===== src/rtl/mem_arbiter_pkg.sv =====
// Shared arbiter encodings: FSM states and grant IDs.
// Imported by the picker and the arbiter top.
package mem_arbiter_pkg;

    typedef enum logic [1:0] {
        ARB_IDLE  = 2'd0,
        ARB_ISSUE = 2'd1,
        ARB_WAIT  = 2'd2,
        ARB_RESP  = 2'd3
    } arb_state_e;

    localparam logic GNT_IF = 1'b0;
    localparam logic GNT_D  = 1'b1;

endpackage


===== src/rtl/mem_arbiter_if.sv =====
// Fetch, load/store and memory-side signals of the arbiter.
// slave = arbiter side, master = requesters plus memory.
interface mem_arbiter_if #(
    parameter int ADDR_W = 32,
    parameter int DATA_W = 32
);
    logic                  if_req;
    logic [ADDR_W-1:0]     if_adr;
    logic                  if_flush;
    logic                  if_ready;
    logic [DATA_W-1:0]     if_data;

    logic                  d_req;
    logic                  d_we;
    logic [ADDR_W-1:0]     d_adr;
    logic [DATA_W-1:0]     d_wdata;
    logic [DATA_W/8-1:0]   d_wmask;
    logic                  d_ready;
    logic [DATA_W-1:0]     d_data;

    logic                  mem_en;
    logic                  mem_we;
    logic [ADDR_W-1:0]     mem_adr;
    logic [DATA_W-1:0]     mem_wdata;
    logic [DATA_W/8-1:0]   mem_wmask;
    logic [DATA_W-1:0]     mem_rdata;

    modport slave (
        input  if_req, if_adr, if_flush,
        input  d_req, d_we, d_adr, d_wdata, d_wmask,
        input  mem_rdata,
        output if_ready, if_data, d_ready, d_data,
        output mem_en, mem_we, mem_adr, mem_wdata, mem_wmask
    );

    modport master (
        output if_req, if_adr, if_flush,
        output d_req, d_we, d_adr, d_wdata, d_wmask,
        output mem_rdata,
        input  if_ready, if_data, d_ready, d_data,
        input  mem_en, mem_we, mem_adr, mem_wdata, mem_wmask
    );

endinterface


===== src/rtl/mem_arbiter_arb_rr2.sv =====
// Two-way round-robin picker; a tie goes to the side not granted last.
// gnt[0] = fetch, gnt[1] = data.
module arb_rr2
    import mem_arbiter_pkg::*;
(
    input  logic       req_if,
    input  logic       req_d,
    input  logic       last_grant,
    output logic [1:0] gnt
);

    always_comb begin
        gnt = 2'b00;
        if (req_if && req_d) begin
            gnt = (last_grant == GNT_IF) ? 2'b10 : 2'b01;
        end else if (req_if) begin
            gnt = 2'b01;
        end else if (req_d) begin
            gnt = 2'b10;
        end
    end

endmodule


===== src/rtl/mem_arbiter.sv =====
// Single-port memory arbiter between fetch and load/store.
// IDLE -> ISSUE -> WAIT (MEM_LAT cycles) -> RESP; fetches can be flushed.
module mem_arbiter
    import mem_arbiter_pkg::*;
#(
    parameter int ADDR_W  = 32,
    parameter int DATA_W  = 32,
    parameter int MEM_LAT = 1
) (
    input  logic           clk,
    input  logic           rst,
    mem_arbiter_if.slave   bus,
    output logic           busy
);

    localparam int CW = $clog2(MEM_LAT + 1);
    localparam logic [CW-1:0] CNT_INIT = CW'(MEM_LAT - 1);

    arb_state_e      state;
    arb_state_e      state_nxt;
    logic            last_grant;
    logic            drop;
    logic [CW-1:0]   cnt;
    logic [1:0]      gnt;
    logic            if_flush_hit;

    arb_rr2 u_rr (
        .req_if     (bus.if_req && !bus.if_flush),
        .req_d      (bus.d_req),
        .last_grant (last_grant),
        .gnt        (gnt)
    );

    assign busy         = (state != ARB_IDLE);
    assign if_flush_hit = (last_grant == GNT_IF) && bus.if_flush;

    always_ff @(posedge clk) begin
        if (rst) state <= ARB_IDLE;
        else     state <= state_nxt;
    end

    always_comb begin
        state_nxt = state;
        unique case (state)
            ARB_IDLE:  if (|gnt) state_nxt = ARB_ISSUE;
            ARB_ISSUE: state_nxt = ARB_WAIT;
            ARB_WAIT:  if (cnt == '0) state_nxt = ARB_RESP;
            ARB_RESP:  state_nxt = ARB_IDLE;
            default:   state_nxt = ARB_IDLE;
        endcase
    end

    always_ff @(posedge clk) begin
        if (rst) begin
            bus.mem_en    <= 1'b0;
            bus.mem_we    <= 1'b0;
            bus.mem_adr   <= {ADDR_W{1'b0}};
            bus.mem_wdata <= {DATA_W{1'b0}};
            bus.mem_wmask <= {(DATA_W/8){1'b0}};
            bus.if_ready  <= 1'b0;
            bus.if_data   <= {DATA_W{1'b0}};
            bus.d_ready   <= 1'b0;
            bus.d_data    <= {DATA_W{1'b0}};
            last_grant    <= GNT_IF;
            drop          <= 1'b0;
            cnt           <= '0;
        end else begin
            bus.mem_en   <= 1'b0;
            bus.if_ready <= 1'b0;
            bus.d_ready  <= 1'b0;
            unique case (state)
                ARB_IDLE: begin
                    drop <= 1'b0;
                    if (gnt[1]) begin
                        last_grant    <= GNT_D;
                        bus.mem_en    <= 1'b1;
                        bus.mem_we    <= bus.d_we;
                        bus.mem_adr   <= bus.d_adr;
                        bus.mem_wdata <= bus.d_wdata;
                        bus.mem_wmask <= bus.d_we ? bus.d_wmask
                                                  : {(DATA_W/8){1'b0}};
                    end else if (gnt[0]) begin
                        last_grant    <= GNT_IF;
                        bus.mem_en    <= 1'b1;
                        bus.mem_we    <= 1'b0;
                        bus.mem_adr   <= bus.if_adr;
                        bus.mem_wdata <= {DATA_W{1'b0}};
                        bus.mem_wmask <= {(DATA_W/8){1'b0}};
                    end
                end
                ARB_ISSUE: begin
                    cnt <= CNT_INIT;
                    if (if_flush_hit) drop <= 1'b1;
                end
                ARB_WAIT: begin
                    if (if_flush_hit) drop <= 1'b1;
                    if (cnt != '0) begin
                        cnt <= cnt - 1'b1;
                    end else if (last_grant == GNT_D) begin
                        bus.d_ready <= 1'b1;
                        if (!bus.mem_we) bus.d_data <= bus.mem_rdata;
                    end else if (!(drop || bus.if_flush)) begin
                        // a flush in this last WAIT cycle still cancels
                        bus.if_ready <= 1'b1;
                        bus.if_data  <= bus.mem_rdata;
                    end
                end
                ARB_RESP: ;
                default: ;
            endcase
        end
    end

endmodule


===== src/flat_wrapper.sv =====
// flat-port wrapper written by rule: the top's interface ports become plain ports
module mem_arbiter_flat import mem_arbiter_pkg::*;
#(
    parameter int ADDR_W  = 32,
    parameter int DATA_W  = 32,
    parameter int MEM_LAT = 1
)
  (clk, rst, busy, bus_if_req, bus_if_adr, bus_if_flush, bus_d_req, bus_d_we, bus_d_adr, bus_d_wdata, bus_d_wmask, bus_mem_rdata, bus_if_ready, bus_if_data, bus_d_ready, bus_d_data, bus_mem_en, bus_mem_we, bus_mem_adr, bus_mem_wdata, bus_mem_wmask);
  mem_arbiter_if #(.ADDR_W(ADDR_W), .DATA_W(DATA_W)) bus_i ();
  input  logic clk;
  input  logic rst;
  output logic busy;
  input wire logic [$bits(bus_i.if_req)-1:0] bus_if_req;
  input wire logic [$bits(bus_i.if_adr)-1:0] bus_if_adr;
  input wire logic [$bits(bus_i.if_flush)-1:0] bus_if_flush;
  input wire logic [$bits(bus_i.d_req)-1:0] bus_d_req;
  input wire logic [$bits(bus_i.d_we)-1:0] bus_d_we;
  input wire logic [$bits(bus_i.d_adr)-1:0] bus_d_adr;
  input wire logic [$bits(bus_i.d_wdata)-1:0] bus_d_wdata;
  input wire logic [$bits(bus_i.d_wmask)-1:0] bus_d_wmask;
  input wire logic [$bits(bus_i.mem_rdata)-1:0] bus_mem_rdata;
  output wire logic [$bits(bus_i.if_ready)-1:0] bus_if_ready;
  output wire logic [$bits(bus_i.if_data)-1:0] bus_if_data;
  output wire logic [$bits(bus_i.d_ready)-1:0] bus_d_ready;
  output wire logic [$bits(bus_i.d_data)-1:0] bus_d_data;
  output wire logic [$bits(bus_i.mem_en)-1:0] bus_mem_en;
  output wire logic [$bits(bus_i.mem_we)-1:0] bus_mem_we;
  output wire logic [$bits(bus_i.mem_adr)-1:0] bus_mem_adr;
  output wire logic [$bits(bus_i.mem_wdata)-1:0] bus_mem_wdata;
  output wire logic [$bits(bus_i.mem_wmask)-1:0] bus_mem_wmask;
  assign bus_i.if_req = bus_if_req;
  assign bus_i.if_adr = bus_if_adr;
  assign bus_i.if_flush = bus_if_flush;
  assign bus_i.d_req = bus_d_req;
  assign bus_i.d_we = bus_d_we;
  assign bus_i.d_adr = bus_d_adr;
  assign bus_i.d_wdata = bus_d_wdata;
  assign bus_i.d_wmask = bus_d_wmask;
  assign bus_i.mem_rdata = bus_mem_rdata;
  assign bus_if_ready = bus_i.if_ready;
  assign bus_if_data = bus_i.if_data;
  assign bus_d_ready = bus_i.d_ready;
  assign bus_d_data = bus_i.d_data;
  assign bus_mem_en = bus_i.mem_en;
  assign bus_mem_we = bus_i.mem_we;
  assign bus_mem_adr = bus_i.mem_adr;
  assign bus_mem_wdata = bus_i.mem_wdata;
  assign bus_mem_wmask = bus_i.mem_wmask;
  mem_arbiter #(.ADDR_W(ADDR_W), .DATA_W(DATA_W), .MEM_LAT(MEM_LAT)) u_core (.clk(clk), .rst(rst), .bus(bus_i), .busy(busy));
endmodule

===== config.mk =====
export PLATFORM = sky130hd
export DESIGN_NAME = mem_arbiter_flat
export DESIGN_NICKNAME = d
export VERILOG_FILES = /design/src/rtl/mem_arbiter_pkg.sv /design/src/rtl/mem_arbiter_if.sv /design/src/rtl/mem_arbiter_arb_rr2.sv /design/src/rtl/mem_arbiter.sv /design/src/flat_wrapper.sv
export SDC_FILE = /design/constraint.sdc
export NUM_CORES = 1
export LEC_CHECK = 0
export CAP_MARGIN = 0
export CORE_ASPECT_RATIO = 0.8
export CORE_UTILIZATION = 50
export CTS_CLUSTER_SIZE = 28
export DETAILED_ROUTE_END_ITERATION = 8
export DONT_BUFFER_PORTS = 1
export MAX_ROUTING_LAYER = met4
export PLACE_DENSITY = 0.75
export SLEW_MARGIN = 20
export SYNTH_ARGS = -nofsm -noshare
export SYNTH_HDL_FRONTEND = slang
export SYNTH_SLANG_ARGS = --single-unit
export TNS_END_PERCENT = 5

===== constraint.sdc =====
create_clock -name clk -period 2 [get_ports clk]
set_input_delay 0.5 -clock clk [delete_from_list [all_inputs] [get_ports clk]]
set_output_delay 0.5 -clock clk [all_outputs]
set_load 0.01 [all_outputs]

==> metrics.csv <==
metric;value;unit
outcome;completed;
area_delta_synth_final;10.42;%
place_hpwl;8.973;mm
fin_worst_skew;0.008325;ns
synth_edf_count;0;
grt_overflow;0;
drv_slew;0;
total_leakage_power;2.079;nW
ys_seq_area_share;51.86;%
reg2reg_setup_slack;0.39;ns
avgSynthCellArea;8.758;sq um
drive_above_1_share;16.83;%
grt_pass1_vias;4066;
final_nets;733;
n_antenna_cell;0;
dpl_cell_area;0.005384;sq mm
synth.cell_area;0.005404;sq mm
crit_type;flop to primary output;
synthXorXnorAreaFrac;0;%
cts_root_buf;clkbuf_16;
synth_mux_area_share;0.1852;%
std_cell_rows;33;
wl_per_cell;18.03;microns
peakVddDrop;817.7;uV
required;1.50;ns
synthArstFlopShare;0;%
antenna_found_initial;0;
synthFlopType;dfxtp_1;
post-route-min-period;1.796;ns
drtIter0Drc;226;
htreeDepth;4;
io_pins;275;
yosys.area_share.adder;0.4631;%
start_util;52.14;%
synth_nets;757;
cts_made_buffers;17;
die_w;118.2;microns
stdcell_count;746;
die-area;0.01123;sq mm
tns;0;ns
synth_top_area_cell;dfxtp_1;
synth_top_area_share;51.86;%
placement.io_buffers;0;
yosysWarnings;0;
place_congestion;0.7818;
synth.area.top_cells;dfxtp_1, nand2_1, a211oi_2, a21oi_1, nor2_1;
power.density;1464;mW/mm^2
firstDrtPassIters;5;
synthCells;617;
finalHoldViolCount;0;
cts_tree;yes;
clk_pin_slew_worst_paths;0.06;ns
cts_sinks;140;
relSlewSlack;63.28;%
grtUsageTotal;23.99;%
min_path_type;input port to flop;
grt_pass1_wl;20.19;mm
synth_top_family_by_area;compound AO/OA/AOI/OAI gates;
synthDistinctLibCells;30;
wirelength;13.45;mm
vias;4278;
period_share;89.82;%
worst_slew_pin_slew;0.5507;ns
grt_max_degree;141;
via_per_inst;5.735;
fmaxAchievable;0.5567;GHz
rsz0062_at_grt;false;
clockBufferDepth;2;
arrival;1.30;ns
dp.cells;714;
design_area;0.005967;sq mm
setup_violations;0;
crit_fanout;6;
startpoint_type;flop;
synth-seq-cells;140;
critPathCaptureType;primary output;
remaining_drc_errors;0;
clk-insertion-delay-late;0.40;ns
die-height;94.99;microns
fill_cells;913;
maxCapViolations;0;
synth_compound_area_share;24.01;%
ant_nets;0;
synth-simple-area-share;18.08;%
core;0.01036;sq mm
[cell usage in the layout (no fill, tap or decap), types with 2 or more instances in the layout]
cell type,instances
dfxtp_1,140
buf_4,7
clkinv_2,4
a211oi_1,3
inv_1,3
a22oi_1,36
a211oi_2,30
nand2_1,163
bufinv_16,2
clkbuf_16,17
a21oi_2,28
a21oi_1,71
nor2_1,75
clkinvlp_4,2
inv_6,4
ha_1,2
[cells by family after synthesis]
family | after synthesis
adders and majority gates | 2
buffers and inverters | 54
and+or+nand+nor | 249
AOI/OAI and AO/OA | 171
muxes | 1
DFF | 140
[registers in the layout (all words and copies together), names as in the netlist]
register	flops
u_core.bus.d_data	32
u_core.bus.if_data	32
u_core.bus.mem_adr	32
u_core.bus.mem_wdata	32
u_core.bus.mem_wmask	4
u_core.state	2
u_core.bus.d_ready	1
u_core.bus.if_ready	1
u_core.bus.mem_en	1
u_core.bus.mem_we	1
u_core.drop	1
u_core.last_grant	1
[worst max-delay path: stages, from the launching register on]
cell and delay [ns]:
dfxtp_1 0.35, inv_1 0.06, ha_1 0.27, inv_1 0.21
[cells in the mapped netlist, types with 2 or more instances]
master and instances:
a211oi_1 3, buf_8 2, buf_1 2, buf_6 4, clkbuf_1 18, buf_2 23
a21oi_2 28, nor2_1 76, a21oi_1 71, ha_1 2, a22oi_1 36, dfxtp_1 140
nand2_1 163, buf_4 2, inv_1 3, a211oi_2 30
[routing by layer]
metal / wire, microns / vias up / track usage (%)
met3: 1084 / 26 / 7.609
met5: 0 / - / -
met1: 5380 / 2029 / 26.57
li1: - / 2021 / -
met4: 392 / 0 / 12.39
met2: 6595 / 202 / 39.22
[stage by stage]
step           setup slack, ns  hold WS [ns]  total power [mW]  utilization (%)
5_1_grt                 0.1244        0.1362             9.188            57.58
6_report                0.2037        0.1661             8.738            57.58
4_1_cts                 0.1187        0.1454             8.801            57.56
3_3_place_gp           0.06890        0.4797             5.613            51.95
3_5_place_dp          0.005472        0.4867             5.721            51.95
2_1_floorplan           0.4936        0.4657             5.393                -
[report_power, final]
part           internal (mW)  switching, mW  total (mW)
clock                   1.88           1.19        3.07
combinational          0.693           1.17        1.86
sequential              3.26          0.547        3.81
[what timing repair did]
item                                    CTS  global route
setup buffers                             0             0
endpoints found under the setup margin    0             3
resized for setup                         0             1
hold buffers                              0             0
[area by class of cell]
class	instances	area (sq um)	share of cell area, %
clock inverter	13	138.9	2.328
sequential	140	2803	46.97
multi-input combinational	423	2323	38.94
inverter	3	11.26	0.1887
timing repair buffer	8	72.57	1.216
clock buffer	19	442.9	7.423
tap	140	175.2	2.936
[worst paths after layout]
check                                                        from                                  end  cells after the start
worst min-delay path                                          rst  u_core.bus.mem_adr[15]$_SDFFE_PP0P_                      1
worst max-delay path                 u_core.state[1]$_SDFFE_PP0P_                                 busy                      3
worst min register to register  u_core.bus.d_data[2]$_SDFFE_PP0P_    u_core.bus.d_data[2]$_SDFFE_PP0P_                      2
worst max register to register       u_core.state[0]$_SDFFE_PP0P_   u_core.bus.if_data[8]$_SDFFE_PP0P_                      6
Power figures use the tool's default switching activity.
